<file path="config.mk">
export PLATFORM = sky130hd
export DESIGN_NAME = multicycle_ctrl
export DESIGN_NICKNAME = d
export VERILOG_FILES = /design/src/rtl/multicycle_ctrl.sv
export SDC_FILE = /design/constraint.sdc
export NUM_CORES = 1
export LEC_CHECK = 0
export ABC_AREA = 1
export CAP_MARGIN = 20
export CORE_MARGIN = 2
export CORE_UTILIZATION = 45
export CTS_BUF_LIST = sky130_fd_sc_hd__clkbuf_4
export DETAILED_ROUTE_END_ITERATION = 10
export PLACE_DENSITY = 0.78
export SLEW_MARGIN = 30
export SYNTH_ARGS = -nofsm -noshare
export SYNTH_HDL_FRONTEND = slang
export SYNTH_SLANG_ARGS = --single-unit
export TNS_END_PERCENT = 1
</file>
<file path="constraint.sdc">
create_clock -name clk -period 2.9 [get_ports clk]
set_input_delay 0.435 -clock clk [delete_from_list [all_inputs] [get_ports clk]]
set_output_delay 0.435 -clock clk [all_outputs]
set_load 0.02 [all_outputs]
</file>
<file path="src/rtl/multicycle_ctrl.sv">
// Control FSM for a multicycle MIPS32 datapath: fetch/decode/execute/memory/writeback
// sequencing with a bounded-wait handshake to a variable-latency memory.
module multicycle_ctrl #(
  parameter int unsigned MEM_WAIT_MAX = 15
) (
  input  logic       clk,
  input  logic       rst,
  input  logic [5:0] opcode,
  input  logic       zero,
  input  logic       mem_ready,
  output logic       pc_we,
  output logic       ir_we,
  output logic       mem_rd,
  output logic       mem_wr,
  output logic       iord,
  output logic       alu_src_a,
  output logic [1:0] alu_src_b,
  output logic [1:0] alu_op,
  output logic       reg_we,
  output logic [1:0] reg_dst,
  output logic [1:0] mem_to_reg,
  output logic [1:0] pc_src,
  output logic [3:0] state,
  output logic       instr_done,
  output logic       illegal,
  output logic       mem_err
);

  typedef enum logic [3:0] {
    S_FETCH    = 4'd0,
    S_DECODE   = 4'd1,
    S_MEM_ADDR = 4'd2,
    S_MEM_RD   = 4'd3,
    S_MEM_WB   = 4'd4,
    S_MEM_WR   = 4'd5,
    S_R_EXEC   = 4'd6,
    S_R_WB     = 4'd7,
    S_BRANCH   = 4'd8,
    S_JUMP     = 4'd9,
    S_I_EXEC   = 4'd10,
    S_I_WB     = 4'd11
  } state_t;

  localparam logic [5:0] OP_RTYPE = 6'b000000;
  localparam logic [5:0] OP_J     = 6'b000010;
  localparam logic [5:0] OP_JAL   = 6'b000011;
  localparam logic [5:0] OP_BEQ   = 6'b000100;
  localparam logic [5:0] OP_BNE   = 6'b000101;
  localparam logic [5:0] OP_ADDI  = 6'b001000;
  localparam logic [5:0] OP_SLTI  = 6'b001010;
  localparam logic [5:0] OP_ANDI  = 6'b001100;
  localparam logic [5:0] OP_ORI   = 6'b001101;
  localparam logic [5:0] OP_LW    = 6'b100011;
  localparam logic [5:0] OP_SW    = 6'b101011;

  localparam logic [7:0] WAIT_LIM = 8'(MEM_WAIT_MAX);

  state_t     r_state;
  state_t     w_next;
  logic [7:0] r_wait;
  logic       w_waiting;
  logic       w_timeout;

  assign state = r_state;

  // Only the three memory-handshake states accumulate wait cycles.
  assign w_waiting = ((r_state == S_FETCH) || (r_state == S_MEM_RD) || (r_state == S_MEM_WR))
                     && !mem_ready;
  assign w_timeout = w_waiting && (r_wait == WAIT_LIM);

  always_comb begin
    w_next     = S_FETCH;
    pc_we      = 1'b0;
    ir_we      = 1'b0;
    mem_rd     = 1'b0;
    mem_wr     = 1'b0;
    iord       = 1'b0;
    alu_src_a  = 1'b0;
    alu_src_b  = 2'b00;
    alu_op     = 2'b00;
    reg_we     = 1'b0;
    reg_dst    = 2'b00;
    mem_to_reg = 2'b00;
    pc_src     = 2'b00;
    instr_done = 1'b0;
    illegal    = 1'b0;
    mem_err    = 1'b0;
    case (r_state)
      S_FETCH: begin
        mem_rd    = 1'b1;
        alu_src_b = 2'b01;
        pc_we     = mem_ready;
        ir_we     = mem_ready;
        if (mem_ready)      w_next = S_DECODE;
        else if (w_timeout) begin
          mem_err = 1'b1;
          w_next  = S_FETCH;
        end else            w_next = S_FETCH;
      end
      S_DECODE: begin
        alu_src_b = 2'b11;
        case (opcode)
          OP_LW, OP_SW:                      w_next = S_MEM_ADDR;
          OP_RTYPE:                          w_next = S_R_EXEC;
          OP_BEQ, OP_BNE:                    w_next = S_BRANCH;
          OP_J, OP_JAL:                      w_next = S_JUMP;
          OP_ADDI, OP_SLTI, OP_ANDI, OP_ORI: w_next = S_I_EXEC;
          default: begin
            illegal    = 1'b1;
            instr_done = 1'b1;
            w_next     = S_FETCH;
          end
        endcase
      end
      S_MEM_ADDR: begin
        alu_src_a = 1'b1;
        alu_src_b = 2'b10;
        w_next    = (opcode == OP_LW) ? S_MEM_RD : S_MEM_WR;
      end
      S_MEM_RD: begin
        mem_rd = 1'b1;
        iord   = 1'b1;
        if (mem_ready)      w_next = S_MEM_WB;
        else if (w_timeout) begin
          mem_err = 1'b1;
          w_next  = S_FETCH;
        end else            w_next = S_MEM_RD;
      end
      S_MEM_WB: begin
        reg_we     = 1'b1;
        mem_to_reg = 2'b01;
        instr_done = 1'b1;
        w_next     = S_FETCH;
      end
      S_MEM_WR: begin
        mem_wr     = 1'b1;
        iord       = 1'b1;
        instr_done = mem_ready;
        if (mem_ready)      w_next = S_FETCH;
        else if (w_timeout) begin
          mem_err = 1'b1;
          w_next  = S_FETCH;
        end else            w_next = S_MEM_WR;
      end
      S_R_EXEC: begin
        alu_src_a = 1'b1;
        alu_op    = 2'b10;
        w_next    = S_R_WB;
      end
      S_R_WB: begin
        reg_we     = 1'b1;
        reg_dst    = 2'b01;
        instr_done = 1'b1;
        w_next     = S_FETCH;
      end
      S_BRANCH: begin
        alu_src_a  = 1'b1;
        alu_op     = 2'b01;
        pc_src     = 2'b01;
        pc_we      = (opcode == OP_BNE) ? ~zero : zero;
        instr_done = 1'b1;
        w_next     = S_FETCH;
      end
      S_JUMP: begin
        pc_src     = 2'b10;
        pc_we      = 1'b1;
        instr_done = 1'b1;
        if (opcode == OP_JAL) begin
          reg_we     = 1'b1;
          reg_dst    = 2'b10;
          mem_to_reg = 2'b10;
        end
        w_next = S_FETCH;
      end
      S_I_EXEC: begin
        alu_src_a = 1'b1;
        alu_src_b = 2'b10;
        alu_op    = 2'b11;
        w_next    = S_I_WB;
      end
      S_I_WB: begin
        reg_we     = 1'b1;
        instr_done = 1'b1;
        w_next     = S_FETCH;
      end
      default: w_next = S_FETCH;
    endcase
  end

  always_ff @(posedge clk or posedge rst) begin
    if (rst) begin
      r_state <= S_FETCH;
      r_wait  <= 8'd0;
    end else begin
      r_state <= w_next;
      // A timeout re-enters FETCH from FETCH, so it must clear explicitly.
      if ((w_next != r_state) || w_timeout) r_wait <= 8'd0;
      else if (w_waiting)                   r_wait <= r_wait + 8'd1;
    end
  end

endmodule

</file>
==> Word-level counts from Yosys, hierarchy flattened <==
Index checks and enable logic that the tools add are counted.
{ "totals": {"ff_bits": 12, "output_inout_bits": 24} }
{ "classes": {"n_addsub": 1, "eq_ne": 23, "mux": 31, "n_bitwise": 1, "reduce_logical": 21} }
{ "ops": {"columns": ["cell", "n"], "rows": [
  ["4-bit one-hot mux with 7 select lines", 1],
  ["6-bit by 4-bit equality test with 1-bit output, second input constant", 4],
  ["4-bit one-hot mux with 5 select lines", 1],
  ["4-bit by 3-bit equality test with 1-bit output, second input constant", 4],
  ["4-bit equality test, second input constant", 4],
  ["8-bit two-way mux", 2],
  ["1-bit two-way mux", 13],
  ["6-bit by 2-bit equality test with 1-bit output, second input constant", 2],
  ["6-bit by 3-bit equality test with 1-bit output, second input constant", 2],
  ["6-bit equality test, second input constant", 2],
  ["3-bit two-way mux", 4],
  ["2-bit one-hot mux with 2 select lines", 3],
  ["2-bit one-hot mux with 3 select lines", 2],
  ["2-bit OR reduction", 6],
  ["11-bit OR reduction", 1],
  ["8-bit by 1-bit adder with 8-bit output, second input constant", 1],
  ["4-bit by 2-bit equality test with 1-bit output, second input constant", 2],
  ["8-bit by 4-bit equality test with 1-bit output, second input constant", 1],
  ["4-bit OR reduction", 2],
  ["6-bit zero test", 1],
  ["1-bit one-hot mux with 3 select lines", 2],
  ["3-bit OR reduction", 2],
  ["5-bit OR reduction", 1],
  ["4-bit by 1-bit equality test with 1-bit output, second input constant", 1],
  ["9 further kinds", 13]
]} }

==> Depth between registers and ports, before layout <==
{ "logic_depth": {"depth_word": 11, "mapped_depth": 13, "mapped_depth_nobuf": 13} }

==> Least setup slack after synthesis <==
No wires, ideal clock.
{ "synth_timing": {"path_type": "flip-flop to output port", "start": "register r_state[0], in the netlist state[0]", "end": "output port reg_we", "arrival_ns": 1.752, "t_required_ns": 2.465, "slack_ns": 0.713, "stages_incl_launch_ff": 7, "path_cell_list": "dfrtp_1 inv_2 nor2_2 inv_2 nor2_1 inv_1 o21ai_0"} }
{ "synth_between": {"elab_chain_cells": 3, "elab_cells_between_ends": 6, "classes_between": "4 x eq/ne; 1 x mux; 1 x reduce/logical"} }
{ "synth_rtl": {"columns": ["element", "line", "rtl"], "rows": [
  ["start, declared", "58", "state_t r_state;"],
  ["start signal, assigned", "195", "r_state <= w_next;"],
  ["4-bit equality test or 4-bit by 3-bit equality test with 1-bit output (tied branches)", "88", "case (r_state)"],
  ["3-bit OR reduction (no source line)", null, null],
  ["1-bit one-hot mux with 2 select lines *", "88", null],
  ["end, declared", "19", "output logic reg_we,"]
]} }
Every way passes the cells marked *; elsewhere a longest branch is shown, timed or not.

==> Worst setup path in the final report <==
{ "layout_timing": {"start": "input port opcode[2]", "end": "output port pc_we"} }
{ "layout_between": {"elab_chain_cells": 3} }
{ "layout_rtl": {"columns": ["element", "line", "rtl"], "rows": [
  ["start, declared", "8", "input logic [5:0] opcode,"],
  ["6-bit by 3-bit equality test with 1-bit output", "160", "pc_we = (opcode == OP_BNE) ? ~zero : zero;"],
  ["1-bit two-way mux", "160", null],
  ["1-bit one-hot mux with 3 select lines", "88", null],
  ["end, declared", "11", "output logic pc_we,"]
]} }
Every way passes these cells.

==> flow_metrics.env <==
export IMPL_status="complete, no violations"
export IMPL_yosys_warnings=0
export IMPL_startpoint_type="primary input"
export IMPL_cts_tree="yes"
export IMPL_clkPwrFrac=0.122
export IMPL_syn_area_mm2=0.00108
export IMPL_gr_usage_met3=0.0480
export IMPL_timing_final_crit_share=0.931
export IMPL_clock_sinks=12
export IMPL_power_switching_w=0.000416
export IMPL_drtIter0Drc=50
export IMPL_r2r_cells=12
export IMPL_cellLeakagePower_nw=0.739
export IMPL_required_ns=2.47
export IMPL_cp_end_kind="output pin"
export IMPL_layout_drive_gt1_share=0.155
export IMPL_setup_viol=0
export IMPL_pwr_density_cell_mw_per_mm2=588
export IMPL_arrival_ns=2.26
export IMPL_setup_tns_ns=0
export IMPL_syn_instance_count=170
export IMPL_synth_seq_cells=12
export IMPL_synthToLayoutAreaGrowth_pct=36.6
export IMPL_path_clk_slew_ns=0.08
export IMPL_syn_mean_instance_area_um2=6.38
export IMPL_r2r_start="r_wait[0]$_DFFE_PP0P_"
export IMPL_rsz0062_at_grt="no"
export IMPL_layout_min_cycle_time_ns=2.70
export IMPL_gr_usage_all_layers=0.213
export IMPL_use_met2=0.358
export IMPL_criticalPathCategory="in2out"
export IMPL_final_nets=219
export IMPL_grt_max_degree=13
export IMPL_synthArstFlopShare=1.00
export IMPL_port_buffers=33
export IMPL_yosysTopAreaCellShare=0.277
export IMPL_core_mm2=0.00225
export IMPL_fp_dieArea_mm2=0.00282
export IMPL_clockBufferDepth=2
export IMPL_wl_mm=2.70
export IMPL_ys_flop_type="dfrtp_1"
export IMPL_io_pins=34
export IMPL_ir_worst_vdd_v=0.000319
export IMPL_drc=0
export IMPL_hold_path_class="in2async"
export IMPL_synth_area_leader_cell="dfrtp_1"
export IMPL_die_h_um=53.1
export IMPL_tritoncts_num_buffers=3
export IMPL_hpwl_mm=2.21
export IMPL_initial_core_util=0.481
export IMPL_overflow=0
export IMPL_slew_viol_final=0
export IMPL_die_x_um=53.1
export IMPL_netlist_top_cells_count="inv_1, nor2_1, nand2_1"
export IMPL_skew_ns=0.00541
export IMPL_gr_usage_met1=0.276
export IMPL_power_internal_w=0.000456
export IMPL_grt_pass1_wl_mm=4.48
export IMPL_ant_nets=0
export IMPL_combPwrFrac=0.621
export IMPL_insertion_delay_ns=0.28
export IMPL_antenna_found_initial=0
export IMPL_max_freq_mhz=370
export IMPL_grt_pass1_vias=1074
export IMPL_diodes=0
export IMPL_seq_power_share=0.256
export IMPL_r2r_end="r_wait[3]$_DFFE_PP0P_"
export IMPL_synth_edf_count=0
export IMPL_multiInputGateArea_um2=653
export IMPL_drt_vias_per_instance=5.11
export IMPL_maxSlewHeadroom=0.713
export IMPL_cts_hold_buf=0
export IMPL_final_hold_viol_count=0
export IMPL_cts_max_level=1
export IMPL_critPathMaxFanout=5
export IMPL_dr_pass1_iters=4
export IMPL_vias=1201
export IMPL_regArea_um2=300
export IMPL_synthTopCellsByArea="dfrtp_1, inv_1, nor2_1"
export IMPL_num_rows=17
export IMPL_gp_congestion=0.947
export IMPL_grt_busiest_layer="met2"
export IMPL_holdWs_ns=0.444
export IMPL_worst_pin_slew_ns=0.430
export IMPL_fillers=211
export IMPL_routedWlPerCell_um=11.5
export IMPL_synth_fp_nets=181
export IMPL_root_buffer="clkbuf_4"
export IMPL_yosysSeqAreaShare=0.277
export IMPL_synth_distinct_cells=25
export IMPL_drv_cap=0
export IMPL_p_sw_frac=0.477
export IMPL_rrSetupSlack_ns=1.08
state kept, by name, summed over array words and instances (netlist names):
register	count
r_wait	8
state	4
cell usage in the layout (no fill, tap or decap), drive strengths merged:
master | synthesis | routed
a211oi | 1 | 1
a21oi | 5 | 5
clkbuf | 0 | 3
clkdlybuf4s50 | 0 | 31
clkinv | 1 | 2
dfrtp | 12 | 12
dlymetal6s2s | 0 | 2
ha | 1 | 1
inv | 34 | 34
nand2 | 31 | 31
nand3 | 19 | 19
nand3b | 1 | 1
nand4 | 4 | 4
nor2 | 42 | 42
nor3 | 3 | 3
o211ai | 1 | 1
o21ai | 8 | 8
o31ai | 1 | 1
xnor2 | 1 | 1
xor2 | 5 | 5
power groups by stage:
stage	clock network, W	logic, W	registers [W]
global placement	0	0.000543	0.000226
CTS	0.000107	0.000550	0.000223
detailed placement	0	0.000545	0.000227
finish	0.000107	0.000542	0.000223
global route	0.000117	0.000595	0.000227
floorplan	0	0.000339	0.000234
kinds of logic after synthesis:
family	count (synthesis)	share of synthesized area
adder cells (fa/ha/maj)	1	0.0115
XOR/XNOR	6	0.0484
AND/OR/NAND/NOR	100	0.458
AO/OA/AOI/OAI	16	0.0842
buffers and inverters	35	0.121
flip-flops	12	0.277
cell type report:
class,count,area share
multi-input combinational,123,0.441
clock inverter,1,0.00253
timing repair buffer,33,0.226
clock buffer,3,0.0152
sequential,12,0.203
tap,28,0.0236
inverter,35,0.0887
what timing repair did:
item                                    CTS  global route
resized for setup                         0             2
endpoints found under the setup margin    0             2
setup buffers                             0             0
routing by layer:
layer  wire [um]  vias to the layer above
met5           0                        -
met4          21                        0
met3         166                        2
met2        1280                       46
met1        1230                      547
li1            -                      606
stage by stage:
stage / setup slack (ns) / area (um^2) / total power (W) / std cells / utilization
2_1_floorplan: 0.713 / 1080 / 0.000573 / 170 / -
3_3_place_gp: 0.163 / 1450 / 0.000769 / 231 / 0.643
3_5_place_dp: 0.0830 / 1450 / 0.000772 / 231 / 0.643
4_1_cts: 0.0602 / 1480 / 0.000880 / 235 / 0.655
5_1_grt: 0.0802 / 1480 / 0.000940 / 235 / 0.657
6_report: 0.201 / 1480 / 0.000872 / 235 / 0.657
worst max-delay path by stage:
| stage | from | endpoint | slack (ns) | depth (start not counted) |
|---|---|---|---|---|
| 2_1_floorplan | state[0]$_DFF_PP0_ | reg_we | 0.71 | 6 |
| 3_3_place_gp | opcode[0] | instr_done | 0.16 | 8 |
| 3_5_place_dp | opcode[0] | instr_done | 0.08 | 8 |
| 4_1_cts | opcode[0] | instr_done | 0.06 | 8 |
| 5_1_grt | opcode[5] | pc_we | 0.08 | 7 |
| 6_report | opcode[2] | pc_we | 0.20 | 8 |
worst max-delay path, cell delays in order:
cell	delay [ns]
clkdlybuf4s50_1	0.55
inv_1	0.07
nor2_1	0.14
nand4_1	0.16
a21oi_1	0.15
o21ai_0	0.08
nand3_1	0.07
clkdlybuf4s50_1	0.61
Note: power is estimated with default switching activity, not from simulation.
